`config.mk`:
```
export PLATFORM = sky130hd
export DESIGN_NAME = fetch_ctrl
export DESIGN_NICKNAME = d
export VERILOG_FILES = /design/src/rtl/fetch_pkg.sv /design/src/rtl/fetch_redirect_arb.sv /design/src/rtl/fetch_ctrl.sv
export SDC_FILE = /design/constraint.sdc
export NUM_CORES = 1
export LEC_CHECK = 0
export BUFFER_PORTS_ARGS = -buffer_cell sky130_fd_sc_hd__buf_4
export CAP_MARGIN = 40
export CORE_UTILIZATION = 35
export CTS_BUF_LIST = sky130_fd_sc_hd__clkbuf_4 sky130_fd_sc_hd__clkbuf_8 sky130_fd_sc_hd__clkbuf_16
export DETAILED_ROUTE_END_ITERATION = 10
export HOLD_SLACK_MARGIN = 0.15
export PLACE_DENSITY = 0.55
export SLEW_MARGIN = 20
export SYNTH_ARGS = -nofsm -noshare
export SYNTH_HDL_FRONTEND = slang
export SYNTH_SLANG_ARGS = --single-unit
```
`constraint.sdc`:
```
create_clock -name clk -period 4.35 [get_ports clk]
set_clock_uncertainty 0.05 [all_clocks]
set_input_delay 0.435 -clock clk [delete_from_list [all_inputs] [get_ports clk]]
set_output_delay 0.435 -clock clk [all_outputs]
set_load 0.005 [all_outputs]
```
`src/rtl/fetch_pkg.sv`:
```
// Shared types and constants for the instruction-fetch stage.
package fetch_pkg;

    // Fetch sequencer states
    typedef enum logic [1:0] {
        BOOT = 2'd0,
        REQ  = 2'd1,
        KILL = 2'd2,
        HOLD = 2'd3
    } fetch_state_e;

    // Which redirect source won arbitration this cycle
    typedef enum logic [1:0] {
        NONE = 2'd0,
        BR   = 2'd1,
        JR   = 2'd2,
        J    = 2'd3
    } redirect_src_e;

    localparam logic [31:0] RESET_PC_DEFAULT = 32'h0000_0000;

endpackage

```
`src/rtl/fetch_redirect_arb.sv`:
```
// Priority select among redirect sources: EX branch beats ID jumps, since the
// branch is older and squashes whatever instruction sits in ID.
module fetch_redirect_arb
    import fetch_pkg::*;
#(
    parameter int XLEN = 32
) (
    input  logic            br_taken,
    input  logic [XLEN-1:0] br_target,
    input  logic            jr,
    input  logic [XLEN-1:0] jr_target,
    input  logic            j,
    input  logic [XLEN-1:0] j_target,
    output logic            redirect,
    output logic [XLEN-1:0] target,
    output redirect_src_e   src,
    output logic            misaligned
);

    logic [XLEN-1:0] raw_target;

    // Select the winning source and its raw target
    always_comb begin
        src        = NONE;
        raw_target = '0;
        if (br_taken) begin
            src        = BR;
            raw_target = br_target;
        end else if (jr) begin
            src        = JR;
            raw_target = jr_target;
        end else if (j) begin
            src        = J;
            raw_target = j_target;
        end
    end

    // Word-align the target; flag the dropped low bits
    always_comb begin
        redirect   = br_taken | jr | j;
        target     = {raw_target[XLEN-1:2], 2'b00};
        misaligned = redirect && (raw_target[1:0] != 2'b00);
    end

endmodule

```
`src/rtl/fetch_ctrl.sv`:
```
// Instruction-fetch sequencer: PC, req/ack memory handshake, redirect kill
// handling, stall hold buffer and the IF/ID pipeline register.
module fetch_ctrl
    import fetch_pkg::*;
#(
    parameter int               XLEN     = 32,
    parameter logic [XLEN-1:0]  RESET_PC = RESET_PC_DEFAULT
) (
    input  logic            clk,
    input  logic            reset_n,
    input  logic            stall_i,
    input  logic            br_taken_i,
    input  logic [XLEN-1:0] br_target_i,
    input  logic            jr_i,
    input  logic [XLEN-1:0] jr_target_i,
    input  logic            j_i,
    input  logic [XLEN-1:0] j_target_i,
    output logic            imem_req_o,
    output logic [XLEN-1:0] imem_addr_o,
    input  logic            imem_ack_i,
    input  logic [XLEN-1:0] imem_rdata_i,
    output logic            if_valid_o,
    output logic [XLEN-1:0] if_instr_o,
    output logic [XLEN-1:0] if_pc_o,
    output logic [XLEN-1:0] pc_o,
    output logic            misalign_o
);

    fetch_state_e    state_q, state_d;
    logic [XLEN-1:0] pc_q, pc_d;
    logic [XLEN-1:0] pend_q, pend_d;
    logic [XLEN-1:0] hbuf_instr_q, hbuf_instr_d;
    logic [XLEN-1:0] hbuf_pc_q, hbuf_pc_d;
    logic            ifv_q, ifv_d;
    logic [XLEN-1:0] ifi_q, ifi_d;
    logic [XLEN-1:0] ifp_q, ifp_d;
    logic            mis_q, mis_d;

    logic            redirect;
    logic [XLEN-1:0] rd_target;
    redirect_src_e   rd_src;
    logic            rd_mis;

    fetch_redirect_arb #(.XLEN(XLEN)) u_arb (
        .br_taken   (br_taken_i),
        .br_target  (br_target_i),
        .jr         (jr_i),
        .jr_target  (jr_target_i),
        .j          (j_i),
        .j_target   (j_target_i),
        .redirect   (redirect),
        .target     (rd_target),
        .src        (rd_src),
        .misaligned (rd_mis)
    );

    // Next-state, PC, buffers and IF/ID update
    always_comb begin
        state_d      = state_q;
        pc_d         = pc_q;
        pend_d       = pend_q;
        hbuf_instr_d = hbuf_instr_q;
        hbuf_pc_d    = hbuf_pc_q;
        ifv_d        = ifv_q;
        ifi_d        = ifi_q;
        ifp_d        = ifp_q;
        mis_d        = mis_q | ((rd_src != NONE) & rd_mis);

        // A redirect squashes whatever IF/ID holds, stall or not
        if (redirect) ifv_d = 1'b0;

        case (state_q)
            BOOT: begin
                state_d = REQ;
                if (redirect) pc_d = rd_target;
            end
            REQ: begin
                if (imem_ack_i) begin
                    if (redirect) begin
                        pc_d = rd_target;
                    end else if (!stall_i) begin
                        ifv_d = 1'b1;
                        ifi_d = imem_rdata_i;
                        ifp_d = pc_q;
                        pc_d  = pc_q + XLEN'(4);
                    end else begin
                        // Memory already returned the word; park it until ID frees up
                        hbuf_instr_d = imem_rdata_i;
                        hbuf_pc_d    = pc_q;
                        pc_d         = pc_q + XLEN'(4);
                        state_d      = HOLD;
                    end
                end else if (redirect) begin
                    // Request in flight cannot be withdrawn; remember where to go
                    pend_d  = rd_target;
                    state_d = KILL;
                end else if (!stall_i) begin
                    ifv_d = 1'b0;
                end
            end
            KILL: begin
                if (redirect) pend_d = rd_target;
                if (imem_ack_i) begin
                    pc_d    = redirect ? rd_target : pend_q;
                    state_d = REQ;
                end
            end
            HOLD: begin
                if (redirect) begin
                    pc_d         = rd_target;
                    hbuf_instr_d = '0;
                    hbuf_pc_d    = '0;
                    state_d      = REQ;
                end else if (!stall_i) begin
                    ifv_d   = 1'b1;
                    ifi_d   = hbuf_instr_q;
                    ifp_d   = hbuf_pc_q;
                    state_d = REQ;
                end
            end
            default: state_d = BOOT;
        endcase
    end

    // State and datapath registers
    always_ff @(posedge clk or negedge reset_n) begin
        if (!reset_n) begin
            state_q      <= BOOT;
            pc_q         <= RESET_PC;
            pend_q       <= '0;
            hbuf_instr_q <= '0;
            hbuf_pc_q    <= '0;
            ifv_q        <= 1'b0;
            ifi_q        <= '0;
            ifp_q        <= '0;
            mis_q        <= 1'b0;
        end else begin
            state_q      <= state_d;
            pc_q         <= pc_d;
            pend_q       <= pend_d;
            hbuf_instr_q <= hbuf_instr_d;
            hbuf_pc_q    <= hbuf_pc_d;
            ifv_q        <= ifv_d;
            ifi_q        <= ifi_d;
            ifp_q        <= ifp_d;
            mis_q        <= mis_d;
        end
    end

    // Outputs; in KILL the address stays on the abandoned request until ack
    always_comb begin
        imem_req_o  = (state_q == REQ) || (state_q == KILL);
        imem_addr_o = pc_q;
        if_valid_o  = ifv_q;
        if_instr_o  = ifi_q;
        if_pc_o     = ifp_q;
        pc_o        = pc_q;
        misalign_o  = mis_q;
    end

endmodule

```
==> results.yml, run 1 <==
status:
  outcome: "finished clean"
placed_design:
  portBuffers: 265
  gp_routability_congestion: 0.870
  dp_hpwl_mm: 20.4
drt:
  drtIter0Drc: 709
  drc_errors: 0
  vias_per_cell: 5.16
  first_pass_iters: 5
  drt_wl_total_mm: 29.3
  detail-route-antenna-nets: 0
  num_vias: 8724
  avgRoutedWirePerCell_um: 17.4
layout:
  drive_gt1_frac: 0.270
  final.fill_count: 2766
  layout.nets: 1438
  syn_to_final_growth_pct: 26.7
  diodes: 0
floorplanning:
  dieWidth_um: 172
  ios: 266
  die_area_um2: 29400
  core_um2: 28000
  die_y_um: 172
  start_util: 0.359
  fp-row-count: 61
yosys:
  synth_edf_count: 0
  syn_nets: 1254
  yosysMostFrequentCell: "dfrtp_1"
  synth_area_per_cell_um2: 9.03
  netlist_instances: 1115
  ys_seq_area_frac: 0.487
  synth-seq-cells: 196
  synth_cell_type_count: 68
  synth_ff_type: "dfrtp_1"
  syn_area_um2: 10100
  async_reset_ff_frac: 1.00
  synth_top_cells_by_area: "dfrtp_1, nand2_1, o21ai_0"
  synth_top_cells_by_count: "dfrtp_1, nand2_1, o21ai_0, nor2_1, a31oi_1"
  post-synth-top-area-cell: "dfrtp_1"
  yosysWarningCount: 0
  synth_top_area_frac: 0.487
timing:
  finalSetupViolations: 0
  tns_ps: 0
  slew_headroom: 0.456
  slew_violations: 0
  min_period_ps: 2730
  tightest_slew_ps: 816
  rsz0062_at_grt: "false"
  fin_crit_sh: 0.627
  hold_viol: 0
  clock.fmax_ghz: 0.367
global_routing:
  gr-total-overflow: 0
  antenna_found_initial: 0
  grt_max_degree: 129
  grt_pass1_wl_mm: 46.3
  grt_use_total: 0.203
  grt_pass1_vias: 8348
hold_path:
  min_from: "imem_rdata_i[15]"
  min_to: "if_instr_o[15]"
  min_path_type: "in2reg"
  min_path_cells: 3
clock_network:
  cts_setup_buffers: 0
  clkTransAtPathRegs_ps: 80
  htree_levels: 4
  cts_root_buf: "clkbuf_16"
  cts_tree: "built"
  clk_latency_ps: 430
  cts_buffers: 17
  cts_num_sinks: 196
  clockBufferDepth: 2
job:
  maxCapViolCount: 0
pwr:
  fin_total_pwr_w: 0.00870
  max-vdd-ir-drop_mv: 0.336
  powerDensity_nw_per_um2: 682
  leakagePower_nw: 5.65
setup_path:
  path_class: "reg2reg"
  rr_endpoint: "imem_addr_o[24]"
  r2r_slack_ps: 1620
  r2r_cells: 10
  cp_max_fo: 17
  reg2reg_from: "state_q[1]"
  cp.required_ps: 4620
  start_kind: "flop"
  critPathArrivalTime_ps: 3000
  crit_path_end_kind: "flop"
## state kept, by name (all words and copies together), names as in the netlist
signal / count
if_valid_o: 1
misalign_o: 1
hbuf_instr_q: 32
if_pc_o: 32
hbuf_pc_q: 32
imem_addr_o: 32
state_q: 2
pend_q: 32
if_instr_o: 32
## area by class of cell
class,count,area (um2),area share
inverter,13,48.8,0.00383
clock inverter,15,184,0.0144
timing repair buffer,284,2190,0.172
sequential,196,4900,0.385
multi-input combinational,787,4520,0.355
clock buffer,17,425,0.0334
tap,378,473,0.0371
## per-stage QoR
stage / utilization / hold slack [ps] / area (um2) / cells / setup WS (ps)
6_report: 0.455 / 239 / 12800 / 1690 / 1620
5_1_grt: 0.455 / 237 / 12800 / 1690 / 1390
4_1_cts: 0.454 / 221 / 12700 / 1689 / 1660
3_5_place_dp: 0.432 / 420 / 12100 / 1656 / 1560
3_3_place_gp: 0.431 / 411 / 12100 / 1654 / 1220
2_1_floorplan: - / 89.4 / 10100 / 1115 / 2110
## placed cells by master, fill, tap and decap left out, types with 8 or more instances in the layout
cell	synthesis	final
o21ai_0	123	123
mux2_2	25	25
clkbuf_16	0	17
nand2_1	184	184
nor4_1	10	10
a21o_1	8	8
a22oi_1	24	24
nor3_1	13	13
buf_4	35	278
nor2_1	90	90
inv_1	12	12
a221oi_1	13	13
dfrtp_1	196	196
a31oi_1	80	79
a21oi_1	20	20
nand3_1	14	14
nand3b_1	9	9
nand2b_1	67	67
## report_power, final
part           leakage (nW)  switching (W)  internal, W  total (W)
logic                  2.91        0.00187      0.00179    0.00366
clock network         0.295       0.000797     0.000830    0.00163
registers              2.44       0.000771      0.00264    0.00341
## worst max-delay path, stage by stage (launching register included)
cell	delay, ps
dfrtp_1	430
inv_1	70
ha_1	170
buf_4	200
nor2_1	320
buf_4	260
nor3_4	110
buf_8	200
a221o_1	380
a211o_1	280
o221a_2	120
## what timing repair did
| action | CTS | global route |
|---|---|---|
| resized for setup | 0 | 0 |
| setup endpoints to repair | 0 | 0 |
| hold buffers | 1 | 0 |
| endpoints found under the hold margin | 92 | 0 |
## metal layers
layer	track usage	vias up	wire [um]
met4	0.0637	0	460
met3	0.0453	34	2020
li1	-	4297	-
met2	0.296	336	12800
met1	0.296	4057	14100
met5	0	-	0
## worst max-delay path by stage
stage | from | endpoint | slack [ps] | depth (start not counted)
finish | state_q[1] | imem_addr_o[24] | 1620 | 10
global route | imem_addr_o[2] | imem_addr_o[26] | 1390 | 6
CTS | state_q[1] | imem_addr_o[24] | 1660 | 10
detailed placement | jr_i | imem_addr_o[24] | 1560 | 7
global placement | state_q[1] | imem_addr_o[24] | 1220 | 8
floorplan | state_q[0] | pend_q[10] | 2110 | 8
## logic make-up after synthesis
family | count (synthesis) | synth area share
muxes | 27 | 0.0300
DFF | 196 | 0.487
AOI/OAI and AO/OA | 324 | 0.205
xor gates and xnor gates | 4 | 0.00348
adders and majority gates | 4 | 0.00497
buffers and inverters | 132 | 0.0687
and+or+nand+nor | 428 | 0.201
Note: power is estimated with default switching activity, not from simulation.
==> run 2: changes to the inputs <==
--- a/config.mk
+++ b/config.mk
@@ -11,7 +11,7 @@
 export CTS_BUF_LIST = sky130_fd_sc_hd__clkbuf_4 sky130_fd_sc_hd__clkbuf_8 sky130_fd_sc_hd__clkbuf_16
 export DETAILED_ROUTE_END_ITERATION = 10
 export HOLD_SLACK_MARGIN = 0.15
-export PLACE_DENSITY = 0.55
+export PLACE_DENSITY = 0.57
 export SLEW_MARGIN = 20
 export SYNTH_ARGS = -nofsm -noshare
 export SYNTH_HDL_FRONTEND = slang
==> constraint.sdc (replaced) <==
create_clock -name clk -period 2.21 [get_ports clk]
set_clock_uncertainty 0.05 [all_clocks]
set_input_delay 0.221 -clock clk [delete_from_list [all_inputs] [get_ports clk]]
set_output_delay 0.221 -clock clk [all_outputs]
set_load 0.005 [all_outputs]
==> run 2 against run 1 <==
  * Final area increased by 8.4%
  * Sequential share of layout area decreased by 3.0 points
  * Count of clock-buffer cells in the layout unchanged
  * Highest routed layer unchanged
==> results.yml, run 2 (synthesis gave the netlist of run 1 again) <==
pwr:
  leakagePower_nw: 6.18
  powerDensity_nw_per_um2: 1300
  fin_total_pwr_w: 0.0180
  max-vdd-ir-drop_mv: 0.687
drt:
  vias_per_cell: 5.07
  drtIter0Drc: 620
  avgRoutedWirePerCell_um: 16.9
  drc_errors: 0
  first_pass_iters: 5
  drt_wl_total_mm: 30.3
  detail-route-antenna-nets: 0
  num_vias: 9130
setup_path:
  worstSetupStartpoint: "imem_addr_o[2]"
  start_kind: "flop"
  path_cells: "ha_1 -> and4_1 -> nand3_2 -> or4_4 -> a32oi_1 -> o311ai_1"
  slowest_stage: "or4_4"
  cp.depth: 6
  r2r_slack_ps: 100
  critPathArrivalTime_ps: 2350
  cp.required_ps: 2450
  cp-endpoint: "imem_addr_o[28]"
  rr_endpoint: "imem_addr_o[28]"
  max_stage_delay_ps: 540
  path_class: "reg2reg"
  r2r_cells: 6
  crit_family: "simple AND/OR/NAND/NOR gates"
  cp_num_buf_inv: 0
  reg2reg_from: "imem_addr_o[2]"
  cp_max_fo: 5
  crit_path_end_kind: "flop"
layout:
  final_common_cell: "buf_4"
  layout.nets: 1548
  layout_common_cells: "buf_4, dfrtp_1, nand2_1"
  drive_gt1_frac: 0.302
  regArea_um2: 4900
  fin_util: 0.493
  multiInputGateArea_um2: 4560
  syn_to_final_growth_pct: 37.3
  final.fill_count: 2679
  diodes: 0
timing:
  min_period_ps: 2110
  tightest_slew_ps: 606
  slew_headroom: 0.596
  fin_crit_sh: 0.956
  slew_violations: 0
  hold_viol: 0
  tns_ps: 0
  hold_ws_ps: 169
  fin_ws_ps: 96.3
  clock.fmax_ghz: 0.473
  finalSetupViolations: 0
  rsz0062_at_grt: "false"
placed_design:
  dp_hpwl_mm: 21.5
  gp_routability_congestion: 0.865
  portBuffers: 265
  dpl_worst_slack_ps: 5.34
clock_network:
  cts_buffers: 17
  cts_root_buf: "clkbuf_16"
  htree_levels: 4
  clockBufferDepth: 2
  cts_tree: "built"
  cts_num_sinks: 196
  clkTransAtPathRegs_ps: 80
  clk_latency_ps: 430
global_routing:
  met2_usage: 0.319
  grt_use_total: 0.205
  grt_pass1_wl_mm: 46.8
  gr-total-overflow: 0
  antenna_found_initial: 0
  use_met3: 0.0403
  busiest_layer: "met2"
  grt_pass1_vias: 8497
  grt_max_degree: 75
  use_met1: 0.292
floorplanning:
  dieWidth_um: 172
  start_util: 0.359
  fp-row-count: 61
  die_area_um2: 29400
  core_um2: 28000
  ios: 266
  die_y_um: 172
hold_path:
  min_path_type: "in2reg"
status:
  outcome: "finished clean"
job:
  maxCapViolCount: 0
-- run 2: layout make-up --
| type | count | share of cell area |
|---|---|---|
| Sequential cell | 196 | 0.355 |
| Clock buffer | 17 | 0.0308 |
| Tap cell | 378 | 0.0342 |
| Multi-Input combinational cell | 787 | 0.330 |
| Clock inverter | 15 | 0.0123 |
| Timing Repair Buffer | 394 | 0.234 |
| Inverter | 13 | 0.00353 |
-- run 2: timing repair --
item / CTS / global route
resized for setup: 1 / 13
setup buffers: 0 / 3
pin swaps: 0 / 1
setup endpoints to repair: 3 / 102
hold buffers: 45 / 0
gates cloned: 0 / 2
hold endpoints to repair: 196 / 0
-- run 2: routing by layer --
| layer | up-vias | wire [um] | share of wire |
|---|---|---|---|
| met3 | 17 | 1700 | 0.056 |
| met4 | 0 | 290 | 0.0096 |
| met2 | 276 | 13900 | 0.46 |
| li1 | 4515 | - | - |
| met5 | - | 0 | 0 |
| met1 | 4322 | 14400 | 0.48 |
-- run 2: report_power, final --
group          internal (W)  switching [W]  total (W)
clock               0.00161        0.00152    0.00314
sequential          0.00521       0.000963    0.00617
combinational       0.00422        0.00443    0.00864
-- run 2: worst min path at each step --
stage | to | cells after the start | start | slack (ps)
2_1_floorplan | hbuf_instr_q[0] | 0 | reset_n | -120
3_3_place_gp | if_instr_o[19] | 1 | reset_n | 170
3_5_place_dp | if_instr_o[19] | 1 | reset_n | 180
4_1_cts | pend_q[2] | 4 | br_target_i[2] | 150
5_1_grt | pend_q[14] | 4 | br_target_i[14] | 180
6_report | imem_addr_o[2] | 5 | br_target_i[2] | 170
-- run 2: stage by stage --
step / area [um2] / cells
2_1_floorplan: 10100 / 1115
3_3_place_gp: 12600 / 1718
3_5_place_dp: 12600 / 1718
4_1_cts: 13700 / 1795
5_1_grt: 13800 / 1800
6_report: 13800 / 1800
-- run 2: worst reg2reg max path: cells and delay by family, from the launching register on --
| family | cells | cell delay [ps] |
|---|---|---|
| AOI/OAI and AO/OA | 2 | 360 |
| adders and majority gates | 1 | 190 |
| DFF | 1 | 350 |
| and+or+nand+nor | 3 | 1010 |
==> run 3: changes to the inputs <==
--- a/config.mk
+++ b/config.mk
@@ -6,10 +6,11 @@
 export NUM_CORES = 1
 export LEC_CHECK = 0
 export BUFFER_PORTS_ARGS = -buffer_cell sky130_fd_sc_hd__buf_4
-export CAP_MARGIN = 40
+export CAP_MARGIN = 20
 export CORE_UTILIZATION = 35
 export CTS_BUF_LIST = sky130_fd_sc_hd__clkbuf_4 sky130_fd_sc_hd__clkbuf_8 sky130_fd_sc_hd__clkbuf_16
 export DETAILED_ROUTE_END_ITERATION = 10
+export GPL_TIMING_DRIVEN = 0
 export HOLD_SLACK_MARGIN = 0.15
 export PLACE_DENSITY = 0.57
 export SLEW_MARGIN = 20
==> run 3 against run 2 <==
  * Combinational power up 3.6%
  * Global-route usage grew 2.4 points
  * First-iteration DRC count down 1.6%
  * Sequential power increased by 7.1%
  * Worst setup slack got worse by 52 ps
  * Sequential share of layout area fell by 0.62 points
  * Final area rose by 2.2%
  * Non-clock buffer count rose by 53
  * Final cell count up 2.9%
  * Wire length is 9.5% higher
  * Clock power about the same
  * Worst hold slack got worse by 8.7 ps
  * Highest routed layer unchanged
==> results.yml, run 3 (synthesis gave the netlist of run 1 again) <==
floorplanning:
  die_y_um: 172
  start_util: 0.359
  die_area_um2: 29400
  fp-row-count: 61
  dieWidth_um: 172
  core_um2: 28000
  ios: 266
layout:
  final_common_cell: "buf_4"
  diodes: 0
  fin_cells: 1853
  layout.nets: 1601
  final.fill_count: 2678
  layout_common_cells: "buf_4, nand2_1, dfrtp_1"
  syn_to_final_growth_pct: 40.3
  fin_util: 0.504
  drive_gt1_frac: 0.321
pwr:
  p_sw_w: 0.00743
  powerDensity_nw_per_um2: 1320
  combPwrFrac: 0.478
  p_sw_frac: 0.397
  leakagePower_nw: 6.31
  seqPwrFrac: 0.353
  max-vdd-ir-drop_mv: 0.700
  fin_total_pwr_w: 0.0187
  p_int_w: 0.0113
  clkPwrFrac: 0.168
drt:
  first_pass_iters: 6
  num_vias: 9560
  drt_wl_total_mm: 33.2
  vias_per_cell: 5.16
  drc_errors: 0
  drtIter0Drc: 610
  detail-route-antenna-nets: 0
  avgRoutedWirePerCell_um: 17.9
hold_path:
  min_path_type: "in2async"
setup_path:
  r2r_slack_ps: 40
  path_class: "reg2reg"
  start_kind: "flop"
  critPathArrivalTime_ps: 2440
  reg2reg_from: "state_q[1]"
  cp.required_ps: 2480
  worstSetupStartpoint: "state_q[1]"
  crit_path_end_kind: "flop"
  cp_max_fo: 7
clock_network:
  cts_num_sinks: 196
  clk_latency_ps: 440
  cts_root_buf: "clkbuf_16"
  clockBufferDepth: 2
  clkTransAtPathRegs_ps: 90
  cts_tree: "built"
  htree_levels: 4
  cts_buffers: 17
status:
  outcome: "finished clean"
placed_design:
  dp_hpwl_mm: 24.4
  place_inst: 1757
  portBuffers: 262
  gp_routability_congestion: 0.850
  dpl_worst_slack_ps: -735
job:
  maxCapViolCount: 0
timing:
  fin_crit_sh: 0.980
  hold_viol: 0
  slew_violations: 0
  fin_ws_ps: 44.2
  finalSetupViolations: 0
  tightest_slew_ps: 677
  slew_headroom: 0.547
  clock.fmax_ghz: 0.462
  min_period_ps: 2170
global_routing:
  gr-total-overflow: 0
  grt_pass1_vias: 9237
  grt_use_total: 0.229
  grt_max_degree: 89
  antenna_found_initial: 0
  grt_pass1_wl_mm: 51.8
==> run 3: changes by cell type in the layout (fill, tap and decap cells not counted), sizes merged <==
cell	delta
bufinv	-1
buf	+8
clkinv	+6
clkbuf	+41
dlygate4sd3	+4
clkinvlp	-4
inv	-1
==> run 3: final cells by class <==
class,count,area [um2],area share
Tap cell,378,473,0.0335
Inverter,13,48.8,0.00346
Buffer,118,748,0.0530
Clock buffer,17,425,0.0301
Multi-Input combinational cell,787,4650,0.329
Timing Repair Buffer,329,2670,0.189
Sequential cell,196,4920,0.349
Clock inverter,15,186,0.0132
==> run 3: critical path: stages (launching register included) <==
cell and delay, ps:
dfrtp_1 420, inv_1 60, ha_1 190, buf_6 140, nor2_4 160, buf_12 120, o22ai_4 90, a221o_1 440
buf_4 160, o221a_2 230
==> run 3: timing repair <==
action | 4_1_cts | 5_1_grt
endpoints found under the hold margin | 181 | 0
setup buffers | 2 | 14
pin swaps | 1 | 4
gates resized for setup | 59 | 43
endpoints found under the setup margin | 186 | 160
hold buffers | 49 | 0
==> run 3: routing by layer <==
layer	vias up	wire length, um	global-route usage	share of wire
li1	4638	-	-	-
met1	4591	15100	0.315	0.45
met2	310	15900	0.378	0.48
met3	21	1850	0.0368	0.056
met4	0	335	0.0466	0.010
met5	-	0	0	0
==> run 3: worst paths after layout <==
check	cells after the start	end
min in group clk	4	pend_q[15]
worst min-delay path	2	if_instr_o[16]
worst min register to register	2	hbuf_pc_q[20]
worst max-delay path	9	imem_addr_o[24]
max in group asynchronous	4	imem_addr_o[14]
worst max register to register	9	imem_addr_o[24]
==> run 3: power by group through the flow <==
| stage | Clock (W) | Combinational, W | Sequential, W |
|---|---|---|---|
| 2_1_floorplan | 0 | 0.00457 | 0.00628 |
| 3_3_place_gp | 0 | 0.00796 | 0.00661 |
| 3_5_place_dp | 0 | 0.00807 | 0.00668 |
| 4_1_cts | 0.00324 | 0.00855 | 0.00657 |
| 5_1_grt | 0.00336 | 0.00987 | 0.00682 |
| 6_report | 0.00315 | 0.00895 | 0.00661 |
==> run 3: metrics by stage <==
step	hold slack (ps)	setup TNS [ps]	cell area [um2]
2_1_floorplan	-125	0	10100
3_3_place_gp	411	-137600	12500
3_5_place_dp	43.5	-34440	12600
4_1_cts	155	0	13900
5_1_grt	174	-34.2	14100
6_report	160	0	14100
